### src/rtl/mem_bus_arbiter_if.sv
// mem_bus_arbiter_if: fetch, data and memory-side signals of the shared memory arbiter
`ifndef MEM_MODE_BYTE
`define MEM_MODE_BYTE  2'd0
`define MEM_MODE_HWORD 2'd1
`define MEM_MODE_WORD  2'd2
`endif

interface mem_bus_arbiter_if #(
    parameter int ADDR_W = 32
);
    logic              if_req;
    logic [ADDR_W-1:0] if_addr;
    logic [31:0]       if_rdata;
    logic              if_done;
    logic              d_req;
    logic              d_we;
    logic [1:0]        d_mode;
    logic [ADDR_W-1:0] d_addr;
    logic [31:0]       d_wdata;
    logic [31:0]       d_rdata;
    logic              d_done;
    logic              d_err;
    logic              m_en;
    logic              m_we;
    logic [ADDR_W-3:0] m_addr;
    logic [31:0]       m_wdata;
    logic [31:0]       m_rdata;
    logic              m_ready;

    modport master (
        input  if_req, if_addr, d_req, d_we, d_mode, d_addr, d_wdata, m_rdata, m_ready,
        output if_rdata, if_done, d_rdata, d_done, d_err, m_en, m_we, m_addr, m_wdata
    );

    modport slave (
        output if_req, if_addr, d_req, d_we, d_mode, d_addr, d_wdata, m_rdata, m_ready,
        input  if_rdata, if_done, d_rdata, d_done, d_err, m_en, m_we, m_addr, m_wdata
    );
endinterface

### src/rtl/mem_bus_arbiter.sv
// mem_bus_arbiter: shares one single-port word memory between instruction fetch and load/store
module mem_bus_arbiter #(
    parameter int ADDR_W     = 32,
    parameter int STARVE_MAX = 4
) (
    input logic clk,
    input logic rst_n,
    mem_bus_arbiter_if.master bus
);
    localparam int CW = $clog2(STARVE_MAX + 1);

    typedef enum logic [2:0] {IDLE, IF_RD, D_RD, D_WR, RMW_RD, RMW_WR, RESP_IF, RESP_D} state_t;

    state_t        state;
    logic [CW-1:0] cnt;
    logic [1:0]    lo;
    logic [1:0]    mode;
    logic [31:0]   wdata;
    logic          is_word;
    logic          mis;
    logic          d_pick;
    logic          unused_bits;

    assign unused_bits = ^bus.if_addr[1:0];

    // Extract the addressed byte/halfword lane, zero-extended
    function automatic logic [31:0] load_lane(logic [31:0] w, logic [1:0] m, logic [1:0] a);
        logic [31:0] s;
        s = w >> {a, 3'b000};
        return m == `MEM_MODE_BYTE ? {24'b0, s[7:0]} : m == `MEM_MODE_HWORD ? {16'b0, s[15:0]} : w;
    endfunction

    // Replace the addressed lane of the old word with the low store bits
    function automatic logic [31:0] merge(logic [31:0] w, logic [31:0] d, logic [1:0] m, logic [1:0] a);
        logic [31:0] mask;
        mask = (m == `MEM_MODE_BYTE ? 32'h0000_00FF : 32'h0000_FFFF) << {a, 3'b000};
        return (w & ~mask) | ((d << {a, 3'b000}) & mask);
    endfunction

    // Alignment check and data-vs-fetch decision on the live request inputs
    always_comb begin
        is_word = bus.d_mode != `MEM_MODE_HWORD && bus.d_mode != `MEM_MODE_BYTE;
        mis     = is_word ? |bus.d_addr[1:0] : bus.d_mode == `MEM_MODE_HWORD ? bus.d_addr[0] : 1'b0;
        d_pick  = bus.d_req && !(bus.if_req && cnt == CW'(STARVE_MAX));
    end

    // Arbiter FSM: grants, holds the memory strobe until ready, registers every response
    always_ff @(posedge clk or negedge rst_n) begin
        if (!rst_n) begin
            state        <= IDLE;
            cnt          <= '0;
            lo           <= '0;
            mode         <= '0;
            wdata        <= '0;
            bus.if_rdata <= '0;
            bus.if_done  <= 1'b0;
            bus.d_rdata  <= '0;
            bus.d_done   <= 1'b0;
            bus.d_err    <= 1'b0;
            bus.m_en     <= 1'b0;
            bus.m_we     <= 1'b0;
            bus.m_addr   <= '0;
            bus.m_wdata  <= '0;
        end else begin
            case (state)
                IDLE: begin
                    if (d_pick) begin
                        cnt   <= bus.if_req ? (cnt == CW'(STARVE_MAX) ? cnt : cnt + 1'b1) : '0;
                        lo    <= bus.d_addr[1:0];
                        mode  <= bus.d_mode;
                        wdata <= bus.d_wdata;
                        if (mis) begin
                            state       <= RESP_D;
                            bus.d_done  <= 1'b1;
                            bus.d_err   <= 1'b1;
                            bus.d_rdata <= '0;
                        end else begin
                            bus.m_en   <= 1'b1;
                            bus.m_addr <= bus.d_addr[ADDR_W-1:2];
                            if (!bus.d_we) begin
                                state <= D_RD;
                            end else if (is_word) begin
                                state       <= D_WR;
                                bus.m_we    <= 1'b1;
                                bus.m_wdata <= bus.d_wdata;
                            end else begin
                                state <= RMW_RD;
                            end
                        end
                    end else if (bus.if_req) begin
                        cnt        <= '0;
                        state      <= IF_RD;
                        bus.m_en   <= 1'b1;
                        bus.m_addr <= bus.if_addr[ADDR_W-1:2];
                    end
                end
                IF_RD: if (bus.m_ready) begin
                    state        <= RESP_IF;
                    bus.m_en     <= 1'b0;
                    bus.if_rdata <= bus.m_rdata;
                    bus.if_done  <= 1'b1;
                end
                D_RD: if (bus.m_ready) begin
                    state       <= RESP_D;
                    bus.m_en    <= 1'b0;
                    bus.d_rdata <= load_lane(bus.m_rdata, mode, lo);
                    bus.d_done  <= 1'b1;
                end
                RMW_RD: if (bus.m_ready) begin
                    state       <= RMW_WR;
                    bus.m_we    <= 1'b1;
                    bus.m_wdata <= merge(bus.m_rdata, wdata, mode, lo);
                end
                D_WR, RMW_WR: if (bus.m_ready) begin
                    state       <= RESP_D;
                    bus.m_en    <= 1'b0;
                    bus.m_we    <= 1'b0;
                    bus.m_wdata <= '0;
                    bus.d_done  <= 1'b1;
                end
                RESP_IF: begin
                    state       <= IDLE;
                    bus.if_done <= 1'b0;
                end
                RESP_D: begin
                    state      <= IDLE;
                    bus.d_done <= 1'b0;
                    bus.d_err  <= 1'b0;
                end
                default: state <= IDLE;
            endcase
        end
    end
endmodule

### src/flat_wrapper.sv
// flat-port wrapper written by rule: the top's interface ports become plain ports
module mem_bus_arbiter_flat 
#(
    parameter int ADDR_W     = 32,
    parameter int STARVE_MAX = 4
)
  (clk, rst_n, bus_if_req, bus_if_addr, bus_d_req, bus_d_we, bus_d_mode, bus_d_addr, bus_d_wdata, bus_m_rdata, bus_m_ready, bus_if_rdata, bus_if_done, bus_d_rdata, bus_d_done, bus_d_err, bus_m_en, bus_m_we, bus_m_addr, bus_m_wdata);
  mem_bus_arbiter_if #(.ADDR_W(ADDR_W)) bus_i ();
  input logic clk;
  input logic rst_n;
  input wire logic [$bits(bus_i.if_req)-1:0] bus_if_req;
  input wire logic [$bits(bus_i.if_addr)-1:0] bus_if_addr;
  input wire logic [$bits(bus_i.d_req)-1:0] bus_d_req;
  input wire logic [$bits(bus_i.d_we)-1:0] bus_d_we;
  input wire logic [$bits(bus_i.d_mode)-1:0] bus_d_mode;
  input wire logic [$bits(bus_i.d_addr)-1:0] bus_d_addr;
  input wire logic [$bits(bus_i.d_wdata)-1:0] bus_d_wdata;
  input wire logic [$bits(bus_i.m_rdata)-1:0] bus_m_rdata;
  input wire logic [$bits(bus_i.m_ready)-1:0] bus_m_ready;
  output wire logic [$bits(bus_i.if_rdata)-1:0] bus_if_rdata;
  output wire logic [$bits(bus_i.if_done)-1:0] bus_if_done;
  output wire logic [$bits(bus_i.d_rdata)-1:0] bus_d_rdata;
  output wire logic [$bits(bus_i.d_done)-1:0] bus_d_done;
  output wire logic [$bits(bus_i.d_err)-1:0] bus_d_err;
  output wire logic [$bits(bus_i.m_en)-1:0] bus_m_en;
  output wire logic [$bits(bus_i.m_we)-1:0] bus_m_we;
  output wire logic [$bits(bus_i.m_addr)-1:0] bus_m_addr;
  output wire logic [$bits(bus_i.m_wdata)-1:0] bus_m_wdata;
  assign bus_i.if_req = bus_if_req;
  assign bus_i.if_addr = bus_if_addr;
  assign bus_i.d_req = bus_d_req;
  assign bus_i.d_we = bus_d_we;
  assign bus_i.d_mode = bus_d_mode;
  assign bus_i.d_addr = bus_d_addr;
  assign bus_i.d_wdata = bus_d_wdata;
  assign bus_i.m_rdata = bus_m_rdata;
  assign bus_i.m_ready = bus_m_ready;
  assign bus_if_rdata = bus_i.if_rdata;
  assign bus_if_done = bus_i.if_done;
  assign bus_d_rdata = bus_i.d_rdata;
  assign bus_d_done = bus_i.d_done;
  assign bus_d_err = bus_i.d_err;
  assign bus_m_en = bus_i.m_en;
  assign bus_m_we = bus_i.m_we;
  assign bus_m_addr = bus_i.m_addr;
  assign bus_m_wdata = bus_i.m_wdata;
  mem_bus_arbiter #(.ADDR_W(ADDR_W), .STARVE_MAX(STARVE_MAX)) u_core (.clk(clk), .rst_n(rst_n), .bus(bus_i));
endmodule
### config.mk
export PLATFORM = sky130hd
export DESIGN_NAME = mem_bus_arbiter_flat
export DESIGN_NICKNAME = d
export VERILOG_FILES = /design/src/rtl/mem_bus_arbiter_if.sv /design/src/rtl/mem_bus_arbiter.sv /design/src/flat_wrapper.sv
export SDC_FILE = /design/constraint.sdc
export NUM_CORES = 1
export LEC_CHECK = 0
export CORE_ASPECT_RATIO = 0.9
export CORE_MARGIN = 2
export CORE_UTILIZATION = 50
export DETAILED_ROUTE_END_ITERATION = 8
export GPL_ROUTABILITY_DRIVEN = 0
export PLACE_DENSITY_LB_ADDON = 0.12
export SKIP_LAST_GASP = 1
export SYNTH_ARGS = -nofsm -noshare
export SYNTH_HDL_FRONTEND = slang
export SYNTH_SLANG_ARGS = --single-unit
### constraint.sdc
create_clock -name clk -period 3.4 [get_ports clk]
set_clock_uncertainty 0.15 [all_clocks]
set_input_delay 0.34 -clock clk [delete_from_list [all_inputs] [get_ports clk]]
set_output_delay 0.34 -clock clk [all_outputs]
set_load 0.03 [all_outputs]
==> results.md <==
- The number of clock buffers added by TritonCTS is 17.
- The share of post-route cells with drive strength above 1 is 0.2061.
- The min-delay analysis places its worst path in the category input port to flop.
- The Yosys step of the flow raised 0 warnings.
- The sink of the worst hold path is u_core.wdata[3].
- STA classifies the critical path startpoint as a flop.
- The buffer levels on the longest clock path is 2.
- In this run the power density over the cells is 1015 nW/um2.
- The data arrival time of the critical path is 3.08 ns.
- The aggregate routed wire length is 23990 um.
- The floorplan step set the die height to 124.7 um.
- The first detailed-routing pass took 5 iterations.
- The remaining global-route overflow is 0.
- The die span in x is 138.1 um.
- In this run the remaining antenna-violating nets after routing total 0.
- For this design the top-level I/O count stands at 267.
- In the final design database the tool counted 1076 nets.
- The highest fanout seen on the critical path is 32.
- The critical path in this run is classified as flop to flop.
- The initial antenna violation count is 0.
- The endpoint required time on the critical path is 3.56 ns.
- Clock-pin slew was measured on the worst setup and hold paths at 0.07 ns.
- After technology mapping, the gate count stands at 697.
- Clock latency on the worst-skew pair, taken at its later pin, is 0.42 ns.
- The startpoint of the worst register-to-register path is u_core.state[1].
- The endpoint of the lowest-slack register-to-register path is u_core.bus.m_wdata[20].
- The die covers 17220 um2.
- The max-capacitance violation count is 0.
- TritonCTS built the clock tree.
- The number of DRC violations after detailed routing is 0.
- The fill cell instance count of the final layout is 1147.
- The worst hold path passes through 3 cells.
- For the pin with the worst max-slew slack, the measured transition is 1.045 ns.
- The number of global-route vias before repair was 6813.
- The H-tree generated during clock tree synthesis spans 4 levels.
- The clock sink count is 157.
- The worst supply voltage drop on vdd is 0.7040 mV.
- The final number of setup-violating endpoints is 0.
- The number of vias per cell after detailed routing is 5.815.
- The finished layout holds 1158 standard cells, fillers aside.
- After synthesis, the netlist uses 50 different library cells.
- After synthesis the netlist holds a flip-flop and latch count of 157.
- The area growth from synthesis to layout is 40.83%.
- The max-slew violation count is 0.
- STA classifies the critical path endpoint as a flop.
- 0 antenna diodes ended up in the layout.
- Of all flip-flops after synthesis, the portion carrying an async set or reset was 1.000.
- The startpoint identified for the worst hold timing path is bus_d_wdata[3].
- Across all register-to-register paths, the minimum setup slack is 0.49 ns.
- The post-route minimum period is 2.914 ns.
- Of the synthesized area, sequential elements account for 0.4854.
- The HPWL after detailed placement is 17830 um.
- The total track usage is 0.2789.
- After floorplanning, the core was sized to cover 15970 um2.
- In this run the tightest slew margin relative to its limit is 0.3031.
- The post-synthesis net count is 835.
- In this run the cell area measured after placement is 10820 um2.
- The number of cells on the worst reg-to-reg path is 5.
- The number of enable-type register cells in the synthesized netlist is 0.
- A synthesized cell averages 11.61 um2.
- Overall power consumption after layout is estimated at 0.01157 W.
- The design area is 11400 um2.
- Entering global routing, the biggest net connects 90 pins.
- The flow ran to the end, and the final reports show no timing, DRC or antenna violations.
- The first-pass GRT wire length is 37840 um.
- The initial core utilization is 0.5070.
- The routed via count is 6734.
- The buffer type at the clock tree root is sky130_fd_sc_hd__clkbuf_16.
- In the final routed layout, each cell accounts on average for 20.72 um.
- The sequential cell area is 3929 um2.
- After the first detailed-routing iteration, the DRC count stood at 468.
- Dividing the final minimum period by the clock period gives 0.8570.
- The count of instances resized after the clock tree is built is 0.
- The footprint of the multi-input gates is 3779 um2.
- The initialized floorplan defines 44 standard-cell rows.
- The count of endpoints failing hold in the final timing report is 0.
- Setup repair after global routing left no endpoint under its margin.
- The highest attainable clock frequency is 0.3432 GHz.
- The setup total negative slack is 0 ns.
- Including well taps, the total number of placed cells is 1125.
- The static leakage power is 4.800 nW.
- The mapped netlist covers 8094 um2.
- For this run, the leading register cell type out of synthesis is sky130_fd_sc_hd__dfrtp_1.
- The total of buffers placed on input and output ports is 264.
-- worst max-delay path, cell delays in order (launching register included) --
cell                       delay, ns
sky130_fd_sc_hd__dfrtp_1        0.85
sky130_fd_sc_hd__nand3b_4       0.31
sky130_fd_sc_hd__and2_1         0.53
sky130_fd_sc_hd__o22ai_4        0.30
sky130_fd_sc_hd__buf_12         0.27
sky130_fd_sc_hd__mux2_2         0.37
-- placed cells by master (no fill, tap or decap), types with 3 or more instances in the layout --
| cell type | count |
|---|---|
| sky130_fd_sc_hd__clkinvlp_4 | 3 |
| sky130_fd_sc_hd__mux2i_1 | 24 |
| sky130_fd_sc_hd__or2_2 | 3 |
| sky130_fd_sc_hd__nand3_1 | 19 |
| sky130_fd_sc_hd__a2bb2oi_1 | 8 |
| sky130_fd_sc_hd__o31ai_1 | 10 |
| sky130_fd_sc_hd__clkdlybuf4s50_1 | 263 |
| sky130_fd_sc_hd__mux2_2 | 102 |
| sky130_fd_sc_hd__a21o_1 | 4 |
| sky130_fd_sc_hd__a21oi_1 | 3 |
| sky130_fd_sc_hd__mux2_4 | 30 |
| sky130_fd_sc_hd__clkinv_2 | 3 |
| sky130_fd_sc_hd__a22oi_1 | 9 |
| sky130_fd_sc_hd__nor3_2 | 4 |
| sky130_fd_sc_hd__nor2b_1 | 3 |
| sky130_fd_sc_hd__clkbuf_16 | 17 |
| sky130_fd_sc_hd__nand2b_1 | 6 |
| sky130_fd_sc_hd__a31o_2 | 4 |
| sky130_fd_sc_hd__nor2_1 | 8 |
| sky130_fd_sc_hd__o21ai_0 | 28 |
| sky130_fd_sc_hd__inv_1 | 20 |
| sky130_fd_sc_hd__a211oi_1 | 13 |
| sky130_fd_sc_hd__o2bb2ai_1 | 25 |
| sky130_fd_sc_hd__o211ai_1 | 17 |
| sky130_fd_sc_hd__buf_4 | 13 |
| sky130_fd_sc_hd__a31oi_1 | 4 |
| sky130_fd_sc_hd__clkinv_4 | 3 |
| sky130_fd_sc_hd__o221ai_1 | 8 |
| sky130_fd_sc_hd__a22o_1 | 20 |
| sky130_fd_sc_hd__inv_6 | 4 |
| sky130_fd_sc_hd__nand2_1 | 80 |
| sky130_fd_sc_hd__dfrtp_1 | 157 |
| sky130_fd_sc_hd__nor3_1 | 8 |
-- synth_stat cells (all sizes together), types with 3 or more instances --
master	number	area share
o211ai	17	0.016
a22oi	9	0.0083
a31o	4	0.0043
nand2	80	0.037
nor3	12	0.0093
and2	3	0.0023
a21o	4	0.0037
inv	20	0.0093
nand3	20	0.013
a21oi	3	0.0019
nor2	9	0.0051
a31oi	4	0.0031
or2	3	0.0023
a211oi	13	0.012
o21ai	28	0.017
o2bb2ai	25	0.027
nor2b	3	0.0023
o31ai	10	0.0093
dfrtp	157	0.49
clkbuf	23	0.011
a22o	20	0.022
mux2i	24	0.030
nand2b	6	0.0046
o221ai	8	0.0087
mux2	132	0.20
buf	35	0.028
a2bb2oi	8	0.0087
-- worst max-delay path by stage --
stage	to	startpoint	cells past startpoint
floorplan	u_core.bus.m_addr[10]	u_core.cnt[0]	7
global placement	u_core.bus.m_wdata[19]	u_core.state[1]	5
detailed placement	u_core.bus.m_wdata[20]	u_core.state[1]	5
CTS	u_core.bus.m_wdata[20]	u_core.state[1]	5
global route	u_core.bus.m_wdata[19]	u_core.state[1]	5
finish	u_core.bus.m_wdata[20]	u_core.state[1]	5
-- cell families (layout without fill, tap and decap cells) --
group,count (synthesis),after routing,synth area share
compound gates,161,161,0.1516
flops,157,157,0.4854
mux,156,156,0.2272
simple gates,143,143,0.08425
buf+inv,78,332,0.04839
fa+ha+maj,2,2,0.003091
-- report_power, final --
part | total (W) | internal [W] | leakage, nW | switching [W]
Clock | 0.00183 | 0.00102 | 0.272 | 0.000814
Sequential | 0.00351 | 0.00274 | 1.95 | 0.000767
Combinational | 0.00623 | 0.00287 | 2.58 | 0.00335
-- what timing repair did --
action	CTS	global route
buffers inserted	0	0
hold buffers	1	0
endpoints found under the hold margin	87	0
-- cell type report --
type / instances / area share
sequential: 157 / 0.3447
multi-input combinational: 462 / 0.3315
timing repair buffer: 280 / 0.2449
clock buffer: 17 / 0.03732
tap: 207 / 0.02272
clock inverter: 15 / 0.01229
inverter: 20 / 0.006586
-- per-stage QoR --
step                setup WS (ns)  hold WS (ns)  utilization
finish                     0.4863        0.3487       0.7140
global route               0.3727        0.3434       0.7140
CTS                        0.5142        0.3257       0.7140
detailed placement         0.5064        0.3202       0.6779
global placement           0.5873        0.3040       0.6779
floorplan                   1.269       -0.1056            -
-- sequential cells by signal (all words and copies together), names as in the netlist --
signal	cells
u_core.bus.m_addr	30
u_core.bus.m_wdata	32
u_core.mode	2
u_core.bus.d_err	1
u_core.lo	2
u_core.bus.m_en	1
u_core.bus.if_done	1
u_core.cnt	3
u_core.bus.d_rdata	32
u_core.bus.m_we	1
u_core.wdata	16
u_core.bus.d_done	1
u_core.state	3
u_core.bus.if_rdata	32
-- metal layers --
layer  part of all wire  vias up  track usage  wire length (um)
met1               0.44     3327       0.3877             10450
li1                   -     3037            -                 -
met5                  0        -            0                 0
met3              0.082       30      0.06997              1974
met2               0.47      340       0.4388             11290
met4              0.011        0      0.07443               269
No activity file was read; power rests on OpenSTA's default activity.
